$ cat config.mk
export PLATFORM = sky130hd
export DESIGN_NAME = p_flag_sequencer
export DESIGN_NICKNAME = d
export VERILOG_FILES = /design/src/rtl/p_flag_sequencer.sv
export SDC_FILE = /design/constraint.sdc
export NUM_CORES = 1
export LEC_CHECK = 0
export ABC_AREA = 0
export CAP_MARGIN = 20
export CELL_PAD_IN_SITES_DETAIL_PLACEMENT = 1
export CELL_PAD_IN_SITES_GLOBAL_PLACEMENT = 1
export CORE_ASPECT_RATIO = 2
export CORE_MARGIN = 8
export CORE_UTILIZATION = 41
export CTS_BUF_LIST = sky130_fd_sc_hd__clkbuf_2
export DETAILED_ROUTE_END_ITERATION = 16
export PLACE_DENSITY_LB_ADDON = 0.1
export SLEW_MARGIN = 20
export SYNTH_ARGS = -nofsm -noshare
export SYNTH_HDL_FRONTEND = slang
export SYNTH_SLANG_ARGS = --single-unit
export TNS_END_PERCENT = 100
$ cat constraint.sdc
create_clock -name i_clk -period 1.97 [get_ports i_clk]
set_input_delay 0.394 -clock i_clk [delete_from_list [all_inputs] [get_ports i_clk]]
set_output_delay 0.394 -clock i_clk [all_outputs]
set_load 0.005 [all_outputs]
$ cat src/rtl/p_flag_sequencer.sv
// Status-flag load sequencer: decodes flag-affecting opcodes at fetch and issues
// registered one-cycle load strobes to the status register after the class latency.
module p_flag_sequencer (
  input  logic       i_clk,
  input  logic       i_reset_n,
  input  logic       i_sync,
  input  logic [7:0] i_ir,
  input  logic       i_rdy,
  output logic       o_acr_c,
  output logic       o_ir5_c,
  output logic       o_ir5_i,
  output logic       o_ir5_d,
  output logic       o_avr_v,
  output logic       o_clr_v,
  output logic       o_dbz_z,
  output logic       o_db7_n,
  output logic       o_busy,
  output logic       o_illegal
);

  localparam logic [1:0] ST_IDLE = 2'd0;
  localparam logic [1:0] ST_WAIT = 2'd1;
  localparam logic [1:0] ST_FIRE = 2'd2;

  localparam logic [2:0] CL_NONE  = 3'd0;
  localparam logic [2:0] CL_FLAG  = 3'd1;
  localparam logic [2:0] CL_LDIMM = 3'd2;
  localparam logic [2:0] CL_ARIMM = 3'd3;
  localparam logic [2:0] CL_CPIMM = 3'd4;
  localparam logic [2:0] CL_LDZP  = 3'd5;

  // Strobe vector bit positions
  localparam int SB_ACR_C = 7;
  localparam int SB_IR5_C = 6;
  localparam int SB_IR5_I = 5;
  localparam int SB_IR5_D = 4;
  localparam int SB_AVR_V = 3;
  localparam int SB_CLR_V = 2;
  localparam int SB_DBZ_Z = 1;
  localparam int SB_DB7_N = 0;

  function automatic logic [2:0] decode_class(input logic [7:0] ir);
    logic [2:0] cl;
    case (ir)
      8'h18, 8'h38, 8'h58, 8'h78, 8'hD8, 8'hF8, 8'hB8: cl = CL_FLAG;
      8'hA9, 8'hA2, 8'hA0:                             cl = CL_LDIMM;
      8'h69, 8'hE9:                                    cl = CL_ARIMM;
      8'hC9, 8'hE0, 8'hC0:                             cl = CL_CPIMM;
      8'hA5, 8'hA6, 8'hA4:                             cl = CL_LDZP;
      default:                                         cl = CL_NONE;
    endcase
    return cl;
  endfunction

  // Posedges from the sync edge until the strobe is visible on the outputs
  function automatic logic [1:0] class_latency(input logic [2:0] cl);
    logic [1:0] lat;
    case (cl)
      CL_LDIMM, CL_ARIMM, CL_CPIMM: lat = 2'd2;
      CL_LDZP:                      lat = 2'd3;
      default:                      lat = 2'd1;
    endcase
    return lat;
  endfunction

  function automatic logic [7:0] class_strobes(input logic [2:0] cl, input logic [7:0] ir);
    logic [7:0] s;
    s = 8'h00;
    case (cl)
      CL_FLAG: begin
        case (ir)
          8'h18, 8'h38: s[SB_IR5_C] = 1'b1;
          8'h58, 8'h78: s[SB_IR5_I] = 1'b1;
          8'hD8, 8'hF8: s[SB_IR5_D] = 1'b1;
          8'hB8:        s[SB_CLR_V] = 1'b1;
          default:      s = 8'h00;
        endcase
      end
      CL_LDIMM, CL_LDZP: begin
        s[SB_DBZ_Z] = 1'b1;
        s[SB_DB7_N] = 1'b1;
      end
      CL_ARIMM: begin
        s[SB_ACR_C] = 1'b1;
        s[SB_AVR_V] = 1'b1;
        s[SB_DBZ_Z] = 1'b1;
        s[SB_DB7_N] = 1'b1;
      end
      CL_CPIMM: begin
        s[SB_ACR_C] = 1'b1;
        s[SB_DBZ_Z] = 1'b1;
        s[SB_DB7_N] = 1'b1;
      end
      default: s = 8'h00;
    endcase
    return s;
  endfunction

  logic [1:0] state_q, state_d;
  logic [1:0] cnt_q, cnt_d;
  logic [7:0] op_q, op_d;
  logic [2:0] cls_q, cls_d;
  logic [7:0] strobe_q, strobe_d;
  logic       busy_q, busy_d;
  logic       illegal_q, illegal_d;

  logic       start;
  logic [2:0] new_cls;
  logic [1:0] new_lat;

  assign start   = i_sync & i_rdy;
  assign new_cls = decode_class(i_ir);
  assign new_lat = class_latency(new_cls);

  // NOTE: every variable assigned here gets a default first so no latch is inferred.
  always_comb begin
    state_d   = state_q;
    cnt_d     = cnt_q;
    op_d      = op_q;
    cls_d     = cls_q;
    strobe_d  = 8'h00;
    busy_d    = (state_q != ST_IDLE);
    illegal_d = 1'b0;

    case (state_q)
      ST_WAIT: begin
        if (i_rdy) begin
          if (cnt_q <= 2'd1) begin
            cnt_d   = 2'd0;
            state_d = ST_FIRE;
          end else begin
            cnt_d = cnt_q - 2'd1;
          end
        end
      end
      ST_FIRE: begin
        if (i_rdy) begin
          strobe_d = class_strobes(cls_q, op_q);
          state_d  = ST_IDLE;
        end
      end
      ST_IDLE: state_d = ST_IDLE;
      default: state_d = ST_IDLE;
    endcase

    // A new fetch overrides whatever is pending in WAIT and follows a FIRE cycle
    if (start) begin
      if (new_cls != CL_NONE) begin
        op_d    = i_ir;
        cls_d   = new_cls;
        cnt_d   = new_lat - 2'd1;
        state_d = (new_lat == 2'd1) ? ST_FIRE : ST_WAIT;
      end else begin
        illegal_d = 1'b1;
        cnt_d     = 2'd0;
        state_d   = ST_IDLE;
      end
    end
  end

  // NOTE: sequential state uses non-blocking assignments so all registers update together.
  always_ff @(posedge i_clk or negedge i_reset_n) begin
    if (!i_reset_n) begin
      state_q   <= ST_IDLE;
      cnt_q     <= 2'd0;
      op_q      <= 8'h00;
      cls_q     <= CL_NONE;
      strobe_q  <= 8'h00;
      busy_q    <= 1'b0;
      illegal_q <= 1'b0;
    end else begin
      state_q   <= state_d;
      cnt_q     <= cnt_d;
      op_q      <= op_d;
      cls_q     <= cls_d;
      strobe_q  <= strobe_d;
      busy_q    <= busy_d;
      illegal_q <= illegal_d;
    end
  end

  assign o_acr_c   = strobe_q[SB_ACR_C];
  assign o_ir5_c   = strobe_q[SB_IR5_C];
  assign o_ir5_i   = strobe_q[SB_IR5_I];
  assign o_ir5_d   = strobe_q[SB_IR5_D];
  assign o_avr_v   = strobe_q[SB_AVR_V];
  assign o_clr_v   = strobe_q[SB_CLR_V];
  assign o_dbz_z   = strobe_q[SB_DBZ_Z];
  assign o_db7_n   = strobe_q[SB_DB7_N];
  assign o_busy    = busy_q;
  assign o_illegal = illegal_q;

endmodule

# Yosys cells after proc, flatten, opt, wreduce, memory -nomap -nowiden
# Cells that the tools add are included.
classes:
  bitwise_logic: 1
  reduce_logical: 18
  addsub: 2
  order_cmp: 1
  eq_ne: 40
  mux: 27
ops:
  columns: ["operator", "count"]
  rows:
  - ["8-bit == test, second input constant", 16]
  - ["8-bit by 7-bit == test with 1-bit output, second input constant", 5]
  - ["2-bit two-way mux", 12]
  - ["8-bit by 5-bit == test with 1-bit output, second input constant", 2]
  - ["8-bit by 6-bit == test with 1-bit output, second input constant", 2]
  - ["8-bit two-way mux", 2]
  - ["3-bit case mux with 5 select lines", 1]
  - ["3-bit by 2-bit == test with 1-bit output, second input constant", 4]
  - ["3-bit == test, second input constant", 4]
  - ["3-bit OR reduction", 4]
  - ["2-bit OR reduction", 5]
  - ["1-bit two-way mux", 9]
  - ["3-bit inequality test, second input constant", 3]
  - ["2-bit case mux with 2 select lines", 2]
  - ["7-bit OR reduction", 1]
  - ["2-bit nonzero test", 3]
  - ["2-bit by 1-bit == test with 1-bit output, second input constant", 2]
  - ["2-bit AND reduction", 2]
  - ["4-bit OR reduction", 1]
  - ["2-bit by 1-bit subtractor with 2-bit output, second input constant", 2]
  - ["3-bit by 1-bit == test with 1-bit output, second input constant", 1]
  - ["3-bit two-way mux", 1]
  - ["3-bit AND reduction", 1]
  - ["3-bit nonzero test", 1]
  - ["other kinds (3)", 3]
word_totals:
  reg_bits: 25
  input_bits: 12
  word_cells: 96

# Logic depth before layout (Yosys ltp)
# Gate-level depths: netlist of the first run.
logic_depth:
  word_depth: 10
  depth_mapped: 6
  mapped_depth_nobuf: 5

# Worst setup path after synthesis of the first run
# OpenSTA, ideal clock, no wires.
synth_timing:
  path_kind: "input -> register"
  start: "in i_ir[0]"
  end: "reg op_q[0]"
  setup_slack_ps: -69
  n_path_buf: 1
  arrival_ps: 1914
  path_stages: 6
  setup_ps: 125
  path_cell_list: "buf_6 > or3_4 > a2111oi_4 > o211ai_2 > a21boi_4 > mux2_4"
synth_via:
  elab_chain_cells: 5
synth_rtl:
  columns: ["element", "line_no", "text"]
  rows:
  - ["start: declaration", "7", "input logic [7:0] i_ir,"]
  - ["8-bit by 5-bit == test with 1-bit output (tied with other cells)", "44", "case (ir)"]
  - ["7-bit OR reduction (tied with other cells)", "44", null]
  - ["3-bit case mux with 5 select lines", "44", null]
  - ["3-bit nonzero test", "148", "if (new_cls != CL_NONE) begin"]
  - ["2-bit AND reduction (no line)", null, null]
  - ["end signal: assignment", "174", "op_q <= op_d;"]
  - ["end: declaration", "101", "logic [7:0] op_q, op_d;"]
# Parallel ways exist; a longest one is shown, timed or not.
# A chain may end at the register's enable or synchronous reset.

# Worst setup path after layout of the first run
layout_timing:
  start: "in i_ir[6]"
  end: "reg op_q[2]"
layout_via:
  elab_chain_cells: 5
layout_rtl:
  columns: ["element", "line_no"]
  rows:
  - ["8-bit by 5-bit == test with 1-bit output (tied with other cells)", "44"]
  - ["7-bit OR reduction (tied with other cells)", "44"]
  - ["3-bit case mux with 5 select lines (*)", "44"]
  - ["3-bit nonzero test (*)", "148"]
  - ["2-bit AND reduction (no line) (*)", null]
# Mark *: on every way between the ends. The rest lies on a longest branch, timed or not.

==> out/metrics.yaml, run 1 <==
drive_above_1_share_pct: 28.3
finalCritPeriodShare_pct: 98.2
drt_iter0_markers: 14
clk_pin_slew_worst_paths_ps: 220
grt_pass1_vias: 1274
crit_path_end_kind: "register"
layout_setup_ws_ps: 35.3
fin_area_sq_mm: 0.00177
port_buffers: 21
power.leakage_nw: 0.849
worstPathArrival_ps: 2200
cts_tree: "done"
path_class: "input pin to register"
wirelength_um: 3580
vias: 1105
power.density_mw_per_mm2: 672
relSlewSlack_pct: 73.7
grt-busiest-layer: "met2"
reg2regPathDepth: 5
worst_hold_slack_ps: 349
status: "finished, final reports clean"
crit_required_ps: 2240
synth_edf_count: 0
wl_per_cell_um: 18.3
dr.pass1.iters: 4
cpMaxStageDelayCell: "or3_4"
finalClockSkew_ps: 7.80
cts_buffer_depth: 2
initial_utilization_pct: 42.6
timing.final.crit_period_ps: 1930
worstPathMaxFanout: 7
maxSlewViolCount: 0
final_common_cell: "buf_4"
nets: 179
synthFlopType: "dfrtp_1"
r2r_end: "strobe_q[2]"
met1_usage_pct: 12.7
fmax_ghz: 0.517
startpoint_type: "input pin"
gr-total-overflow: 0
path_cells: "dlygate4sd2_1 -> or3_4 -> a2111oi_4 -> o211ai_2 -> a21boi_4 -> buf_12 -> mux2_4"
route.detailed.drc: 0
synth-seq-area-share_pct: 47.9
die_h_um: 94.2
n_antenna_cell: 0
syn2layout_area_growth_pct: 41.1
netlist_instances: 116
ant_nets: 0
maxCapViolations: 0
clkSinkCount: 24
viasPerCell: 5.64
gp_congestion: 0.759
grt_pass1_wl_um: 5700
grt_max_degree: 25
worstReg2RegStart: "state_q[0]"
hpwlAfterDp_um: 2960
io_pins: 22
dpl_cell_area_sq_mm: 0.00168
clock_latency_ps: 360
synth_area_sq_mm: 0.00125
final_hold_viol_count: 0
avgSynthCellArea_sq_um: 10.8
numCtsBuffers: 3
cts-root-buf: "clkbuf_2"
hold_path.class: "input pin to asynchronous set/reset pin"
multi_input_area_sq_um: 632
ff_latch_area_sq_um: 601
fillCellCount: 341
finalSetupViolations: 0
use_met2_pct: 29.9
power.total_mw: 1.19
slowest_delay_ps: 420
path_buf_inv: 2
ys_types: 42
ys_warn_count: 0
core_sq_mm: 0.00294
mappedNetlistNets: 128
path_delay_family: "compound AO/OA/AOI/OAI gates"
async_flop_share_pct: 100
global_route.usage.met3_pct: 1.75
num_rows: 28
h-tree-depth: 1
worstMarginPinSlew_ps: 385
post-route-util_pct: 60.2
dp_slack_ps: -562
antenna_found_initial: 0
grt_usage_pct: 14.7
worst-r2r-setup-slack_ps: 590
dieArea_sq_mm: 0.00519
final_cell_mix: "buf_4, dfrtp_1, clkdlybuf4s50_1"
ir_drop_mv: 0.325
die_w_um: 55.1
yosys_register_bits: 24
-- through the flow --
step,cells,TNS [ps]
CTS,195,0
finish,196,0
floorplan,116,0
global route,196,-0.714
global placement,190,-5940
detailed placement,190,-7190
-- synthesized netlist by cell type, types with 3 or more instances --
cell type | n | share of area (%)
a21oi_1 | 6 | 2.4
a2bb2oi_1 | 3 | 2.1
dfrtp_1 | 24 | 48
inv_1 | 4 | 1.2
mux2_4 | 6 | 7.2
nand2_1 | 9 | 2.7
nand2b_1 | 3 | 1.5
nand3b_1 | 3 | 1.8
nor2_1 | 8 | 2.4
nor3_1 | 6 | 2.4
o21ai_0 | 8 | 3.2
-- timing repair --
item                                    in CTS  in global routing
hold buffers                                 0                  0
endpoints found under the setup margin      12                  6
setup buffers                                1                  1
gates resized for setup                      8                  2
pin swaps                                    4                  3
-- registers in the layout, indices dropped and copies added (netlist names) --
signal and count:
cls_q 3, cnt_q 2, o_busy 1, o_illegal 1, op_q 8, state_q 2
strobe_q 7
-- routing by layer --
| layer | up-vias | part of all wire, % |
|---|---|---|
| li1 | 528 | - |
| met1 | 544 | 32 |
| met2 | 28 | 62 |
| met3 | 5 | 4.0 |
| met4 | 0 | 1.5 |
| met5 | - | 0 |
-- area by class of cell --
type                            count  area share, %
Clock buffer                        3          0.848
Tap cell                           30           2.12
Sequential cell                    24           33.9
Inverter                            4          0.848
Clock inverter                      1           1.70
Timing Repair Buffer               50           24.9
Multi-Input combinational cell     84           35.7
-- worst register-to-register path, stage by stage (launching register included) --
cell     delay, ps
dfrtp_1        450
inv_1           80
nand3_1        120
nor3_1         260
nand4_1        170
nor3b_1        220
-- power by group --
group | total (mW) | internal, mW | switching [mW]
logic | 0.256 | 0.150 | 0.106
clock network | 0.326 | 0.175 | 0.151
registers | 0.607 | 0.555 | 0.0518
total | 1.19 | 0.880 | 0.309
-- worst max-delay path by stage --
| stage | from | depth (start not counted) | to | slack, ps |
|---|---|---|---|---|
| 2_1_floorplan | i_ir[0] | 6 | op_q[0] | 20 |
| 3_3_place_gp | i_ir[3] | 7 | op_q[7] | -460 |
| 3_5_place_dp | i_ir[6] | 7 | state_q[0] | -560 |
| 4_1_cts | i_ir[6] | 7 | op_q[2] | 20 |
| 5_1_grt | i_ir[3] | 8 | op_q[2] | -0.7 |
| 6_report | i_ir[6] | 7 | op_q[2] | 40 |
-- logic make-up (layout without fill, tap and decap cells) --
group	Yosys count	count (layout)	share of synthesized area, %
and+or+nand+nor	44	44	19.7
xor gates and xnor gates	1	1	0.698
buffers and inverters	8	58	3.29
DFF	24	24	47.9
AOI/OAI and AO/OA	33	33	21.2
muxes	6	6	7.18
Note: power is estimated with default switching activity, not from simulation.
==> inputs of run 2 (changes only) <==
Settings changed: CORE_UTILIZATION 41 to 45, CTS_CLUSTER_SIZE from default to 24, REMOVE_ABC_BUFFERS from default to 1.
==> run 2 against run 1 <==
Net effect: critical path depth unchanged; largest power group unchanged; total power up 0.94%; die area shrank 6.9%; design area up 0.28%; non-clock buffer count is 1 higher; setup slack worse by 5.8 ps.
==> out/metrics.yaml, run 2 (synthesis gave the netlist of run 1 again) <==
finalClockSkew_ps: 2.19  # -5.62 ps
drt_iter0_markers: 21  # +7
worstReg2RegStart: "state_q[0]"
cts_tree: "done"
fillCellCount: 290  # -15%
timing.final.crit_period_ps: 1940  # +5.83 ps
crit_path_end_kind: "register"
cts-root-buf: "clkbuf_2"
io_pins: 22  # unchanged
final_cell_mix: "buf_4, dfrtp_1, clkdlybuf4s50_1"
worst-r2r-setup-slack_ps: 430  # -160 ps
wirelength_um: 3820  # +6.6%
fmax_ghz: 0.515  # -0.30%
relSlewSlack_pct: 69.0  # -4.6 points
reg2regPathDepth: 5  # unchanged
route.top_layer_used: "met4"
gr-total-overflow: 0  # unchanged
maxSlewViolCount: 0  # unchanged
slowest_delay_ps: 390  # -30 ps
grt_usage_pct: 17.1  # +2.4 points
finalSetupViolations: 0  # unchanged
power.density_mw_per_mm2: 676  # +0.65%
intPower_mw: 0.882  # +0.23%
clk_pin_slew_worst_paths_ps: 220  # about the same
nets: 180  # +0.56%
num_rows: 27  # -3.6%
path_cells: "dlygate4sd2_1 -> or3_4 -> a2111oi_4 -> o211ai_2 -> a21boi_4 -> buf_12 -> mux2_4"
final_common_cell: "buf_4"
ir_drop_mv: 0.409  # +26%
status: "finished, final reports clean"
maxCapViolations: 0  # unchanged
die_h_um: 90.7  # -3.8%
gp_congestion: 0.814  # +7.3%
crit_required_ps: 2240  # about the same
largest_reg_flops: 8  # unchanged
ant_nets: 0  # unchanged
core_sq_mm: 0.00270  # -8.2%
power.leakage_nw: 0.846  # -0.38%
viasPerCell: 5.76  # +2.1%
dieArea_sq_mm: 0.00484  # -6.9%
clkSinkCount: 24  # unchanged
dr.pass1.iters: 4  # unchanged
vias: 1128  # +2.1%
worst_hold_slack_ps: 356  # +7.07 ps
port_buffers: 21  # unchanged
startpoint_type: "input pin"
switchingPower_mw: 0.318  # +2.9%
worstMarginPinSlew_ps: 461  # +75.8 ps
final_hold_viol_count: 0  # unchanged
h-tree-depth: 1  # unchanged
cpMaxStageDelayCell: "or3_4"
grt_pass1_vias: 1290  # +1.3%
drive_above_1_share_pct: 28.1  # -0.17 points
cts_buffer_depth: 2  # unchanged
clock_latency_ps: 350  # about the same
worstPathMaxFanout: 7  # unchanged
multi_input_area_sq_um: 626  # -0.99%
numCtsBuffers: 3  # unchanged
r2r_end: "strobe_q[2]"
antenna_found_initial: 0  # unchanged
dp_slack_ps: -613  # -50.7 ps
switching_share_pct: 26.5  # +0.52 points
worstPathArrival_ps: 2210  # about the same
finalCritPeriodShare_pct: 98.5  # +0.30 points
power.share.combinational_pct: 22.2  # +0.6 points
syn2layout_area_growth_pct: 41.5
reg.largest.list: "op_q (8), strobe_q (7), cls_q (3)"
die_w_um: 53.3  # -3.2%
route.detailed.drc: 0  # unchanged
wl_met1_um: 1250  # +8.1%
grt_pass1_wl_um: 6290  # +10%
pwr-share-clk_pct: 27.1  # -0.3 points
largest_register: "op_q"
met3WireLength_um: 146  # +2.8%
initial_utilization_pct: 46.4  # +3.8 points
wl_met2_um: 2240  # +0.81%
power_frac_seq_pct: 50.7  # -0.4 points
path_class: "input pin to register"
grt_max_degree: 25  # unchanged
hold_path.class: "input pin to asynchronous set/reset pin"
layout_setup_ws_ps: 29.4  # -5.83 ps
wl_per_cell_um: 19.5  # +6.6%
n_antenna_cell: 0  # unchanged
ff_latch_area_sq_um: 601  # unchanged
hpwlAfterDp_um: 2930  # -1.2%
run 2: cell count changes in the layout (fill, tap and decap cells not counted):
cell	previous run	this run
a2bb2oi_2	2	1
buf_6	0	2
a2bb2oi_1	1	2
o21ai_1	1	0
clkdlybuf4s50_1	15	16
o21ai_0	7	8
buf_4	28	27
dlymetal6s2s_1	2	1
run 2: timing repair:
item | CTS | global route
hold buffers | 0 | 0
resized for setup | 5 | 4
pin swaps | 4 | 3
setup endpoints to repair | 10 | 10
setup buffers | 3 | 1
run 2: final cells by class:
class | count | share of cell area [%]
clock inverter | 1 | 1.69
inverter | 4 | 0.846
tap | 29 | 2.04
timing repair buffer | 51 | 25.5
multi-input combinational | 84 | 35.2
sequential | 24 | 33.8
clock buffer | 3 | 0.846
run 2: power groups by stage:
stage	clock, mW	combinational [mW]	sequential, mW
after floorplan	0	0.130	0.602
after global placement	0	0.244	0.612
after detailed placement	0	0.259	0.619
after CTS	0.331	0.263	0.610
after global routing	0.346	0.290	0.622
final	0.325	0.266	0.609
run 2: how the worst max path moves through the flow:
stage,startpoint,endpoint,slack [ps],depth (start not counted)
after floorplan,i_ir[0],op_q[0],50,5
after global placement,i_ir[3],op_q[7],-560,8
after detailed placement,i_ir[0],op_q[0],-610,8
after CTS,i_ir[4],op_q[0],10,6
after global routing,i_ir[7],cnt_q[0],-50,7
final,i_ir[0],op_q[0],30,7
run 2: per-layer routing:
metal / vias up / global-route usage (%)
met1: 558 / 15.9
met3: 10 / 1.16
met5: - / 0
li1: 529 / -
met2: 31 / 32.0
met4: 0 / 11.0
run 2: critical path, delay by kind of cell:
kind,cells,cell delay [ps]
muxes,1,290
AOI/OAI and AO/OA,3,720
buffers and inverters,2,410
and+or+nand+nor,1,390
run 2: through the flow:
step                instance area (sq um)  setup TNS, ps  power [mW]  utilization, %  cells
finish                               1780              0        1.20            65.7    196
global route                         1780           -161        1.26            65.7    196
CTS                                  1740              0        1.20            64.3    195
global placement                     1680          -6350       0.856            62.1    189
floorplan                            1230              0       0.732               -    112
detailed placement                   1680          -7050       0.878            62.1    189
==> inputs of run 3 (changes only) <==
Settings changed: SETUP_SLACK_MARGIN from default to 0.5.
==> run 3 against run 2 <==
Net effect: design area grew 4.2%; critical endpoint unchanged; sequential share of layout area is 1.4 points lower; highest routed layer unchanged; combinational power up 7%; setup slack improved by 210 ps; worst hold slack lost 8.4 ps; first-iteration DRC count unchanged; die area unchanged; clock skew rose by 9.4 ps; clock-buffer cell count unchanged.
==> out/metrics.yaml, run 3 (synthesis gave the netlist of run 1 again) <==
status: "finished, final reports clean"
drive_above_1_share_pct: 37.2  # +9.1 points
vias: 1160  # +2.8%
numCtsBuffers: 3  # unchanged
worstPathArrival_ps: 2020  # -190 ps
reg.largest.list: "op_q (8), strobe_q (7), cls_q (3)"
power.density_mw_per_mm2: 664  # -1.7%
wirelength_um: 4070  # +6.7%
crit_required_ps: 2260  # +20 ps
drt_iter0_markers: 21  # unchanged
relSlewSlack_pct: 73.9  # +4.9 points
core_sq_mm: 0.00270  # unchanged
worst-r2r-setup-slack_ps: 730  # +300 ps
dr.pass1.iters: 4  # unchanged
cts-root-buf: "clkbuf_2"
gr-total-overflow: 0  # unchanged
gp_congestion: 0.814  # unchanged
die_h_um: 90.7  # unchanged
crit_path_end_kind: "register"
clk_pin_slew_worst_paths_ps: 230  # about the same
finalSetupViolations: 0  # unchanged
ir_drop_mv: 0.407  # -0.71%
port_buffers: 21  # unchanged
finalCritPeriodShare_pct: 88.0  # -11 points
syn2layout_area_growth_pct: 47.5
maxSlewViolCount: 0  # unchanged
power.leakage_nw: 0.900  # +6.4%
rsz0062_at_grt: "yes"
die_w_um: 53.3  # unchanged
largest_register: "op_q"
hpwlAfterDp_um: 2930  # unchanged
clock_latency_ps: 360  # about the same
power.total_mw: 1.23  # +2.4%
grt_pass1_wl_um: 6560  # +4.4%
wl_per_cell_um: 20.2  # +3.5%
worstPathMaxFanout: 7  # unchanged
hold_path.class: "input pin to asynchronous set/reset pin"
final_hold_viol_count: 0  # unchanged
cts_tree: "done"
timing.final.crit_period_ps: 1730  # -208 ps
grt_usage_pct: 18.2  # +1.1 points
io_pins: 22  # unchanged
final_common_cell: "buf_4"
route.detailed.drc: 0  # unchanged
num_rows: 27  # unchanged
initial_utilization_pct: 46.4  # unchanged
tns_ps: 0  # unchanged
antenna_found_initial: 1  # +1
final_cell_mix: "buf_4, dfrtp_1, nor2_1, nand2_1, clkdlybuf4s15_1"
fmax_ghz: 0.577  # +12%
cts_hold_buf: 0  # unchanged
clkSinkCount: 24  # unchanged
maxCapViolations: 0  # unchanged
ant_nets: 0  # unchanged
grt_pass1_vias: 1302  # +0.93%
finalClockSkew_ps: 11.6  # +9.39 ps
startpoint_type: "input pin"
viasPerCell: 5.74  # -0.22%
cts_buffer_depth: 2  # unchanged
h-tree-depth: 1  # unchanged
largest_reg_flops: 8  # unchanged
worstMarginPinSlew_ps: 392  # -69.4 ps
grt_max_degree: 25  # unchanged
dieArea_sq_mm: 0.00484  # unchanged
nets: 185  # +2.8%
path_class: "input pin to register"
[run 3: cell types whose count changed in the layout (fill, tap and decap cells not counted), sizes merged]
| cell | previous run | this run |
|---|---|---|
| clkdlybuf4s50 | 16 | 3 |
| buf | 30 | 39 |
| clkdlybuf4s15 | 0 | 8 |
| dlygate4sd2 | 4 | 6 |
| diode | 0 | 1 |
| dlymetal6s2s | 1 | 0 |
[run 3: power by group]
part           switching, mW  total (mW)  internal, mW  leakage (nW)
combinational          0.126       0.285         0.159         0.557
clock                  0.155       0.329         0.175        0.0266
sequential            0.0596       0.615         0.555         0.317
[run 3: final cells by class]
class | instances | area [sq um]
Timing Repair Buffer | 56 | 479
Antenna cell | 1 | 2.50
Inverter | 4 | 15.0
Clock inverter | 1 | 30.0
Tap cell | 29 | 36.3
Sequential cell | 24 | 601
Fill cell | 286 | 852
Clock buffer | 3 | 15.0
Multi-Input combinational cell | 84 | 672
[run 3: worst max-delay path: stages]
cell and delay [ps]:
buf_6 90, or3_4 390, a2111oi_4 410, o211ai_2 180
a21boi_4 210, mux2_4 330
[run 3: final timing paths]
kind                          endpoint  cells past startpoint       start
setup / recovery               op_q[0]                      6     i_ir[6]
hold / removal             strobe_q[1]                      2   i_reset_n
setup reg to reg              cnt_q[1]                      4  state_q[1]
hold reg to reg            strobe_q[2]                      1     op_q[6]
max in group asynchronous  strobe_q[7]                      2   i_reset_n
min in group i_clk             op_q[3]                      3     i_ir[3]
[run 3: through the flow]
step | instances | utilization [%] | hold WS [ps] | instance area [sq um] | setup slack, ps
after floorplan | 112 | - | 98.4 | 1230 | 54.9
after global routing | 202 | 68.5 | 349 | 1850 | 240
after detailed placement | 189 | 62.1 | 494 | 1680 | -613
after CTS | 199 | 66.6 | 358 | 1800 | 248
final | 202 | 68.5 | 348 | 1850 | 237
after global placement | 189 | 62.1 | 475 | 1680 | -563
[run 3: repair_timing]
item | CTS | global route
gates cloned | 0 | 0
buffers inserted | 6 | 2
resized for setup | 45 | 13
endpoints found under the setup margin | 30 | 20
pin swaps | 8 | 5
[run 3: layer usage]
metal / up-vias / global-route usage [%] / routed length [um] / share of wire (%)
li1: 543 / - / - / -
met1: 589 / 17.2 / 1420 / 35
met2: 23 / 35.2 / 2450 / 60
met3: 5 / 0.990 / 108 / 2.7
met4: 0 / 8.90 / 100 / 2.5
met5: - / 0 / 0 / 0
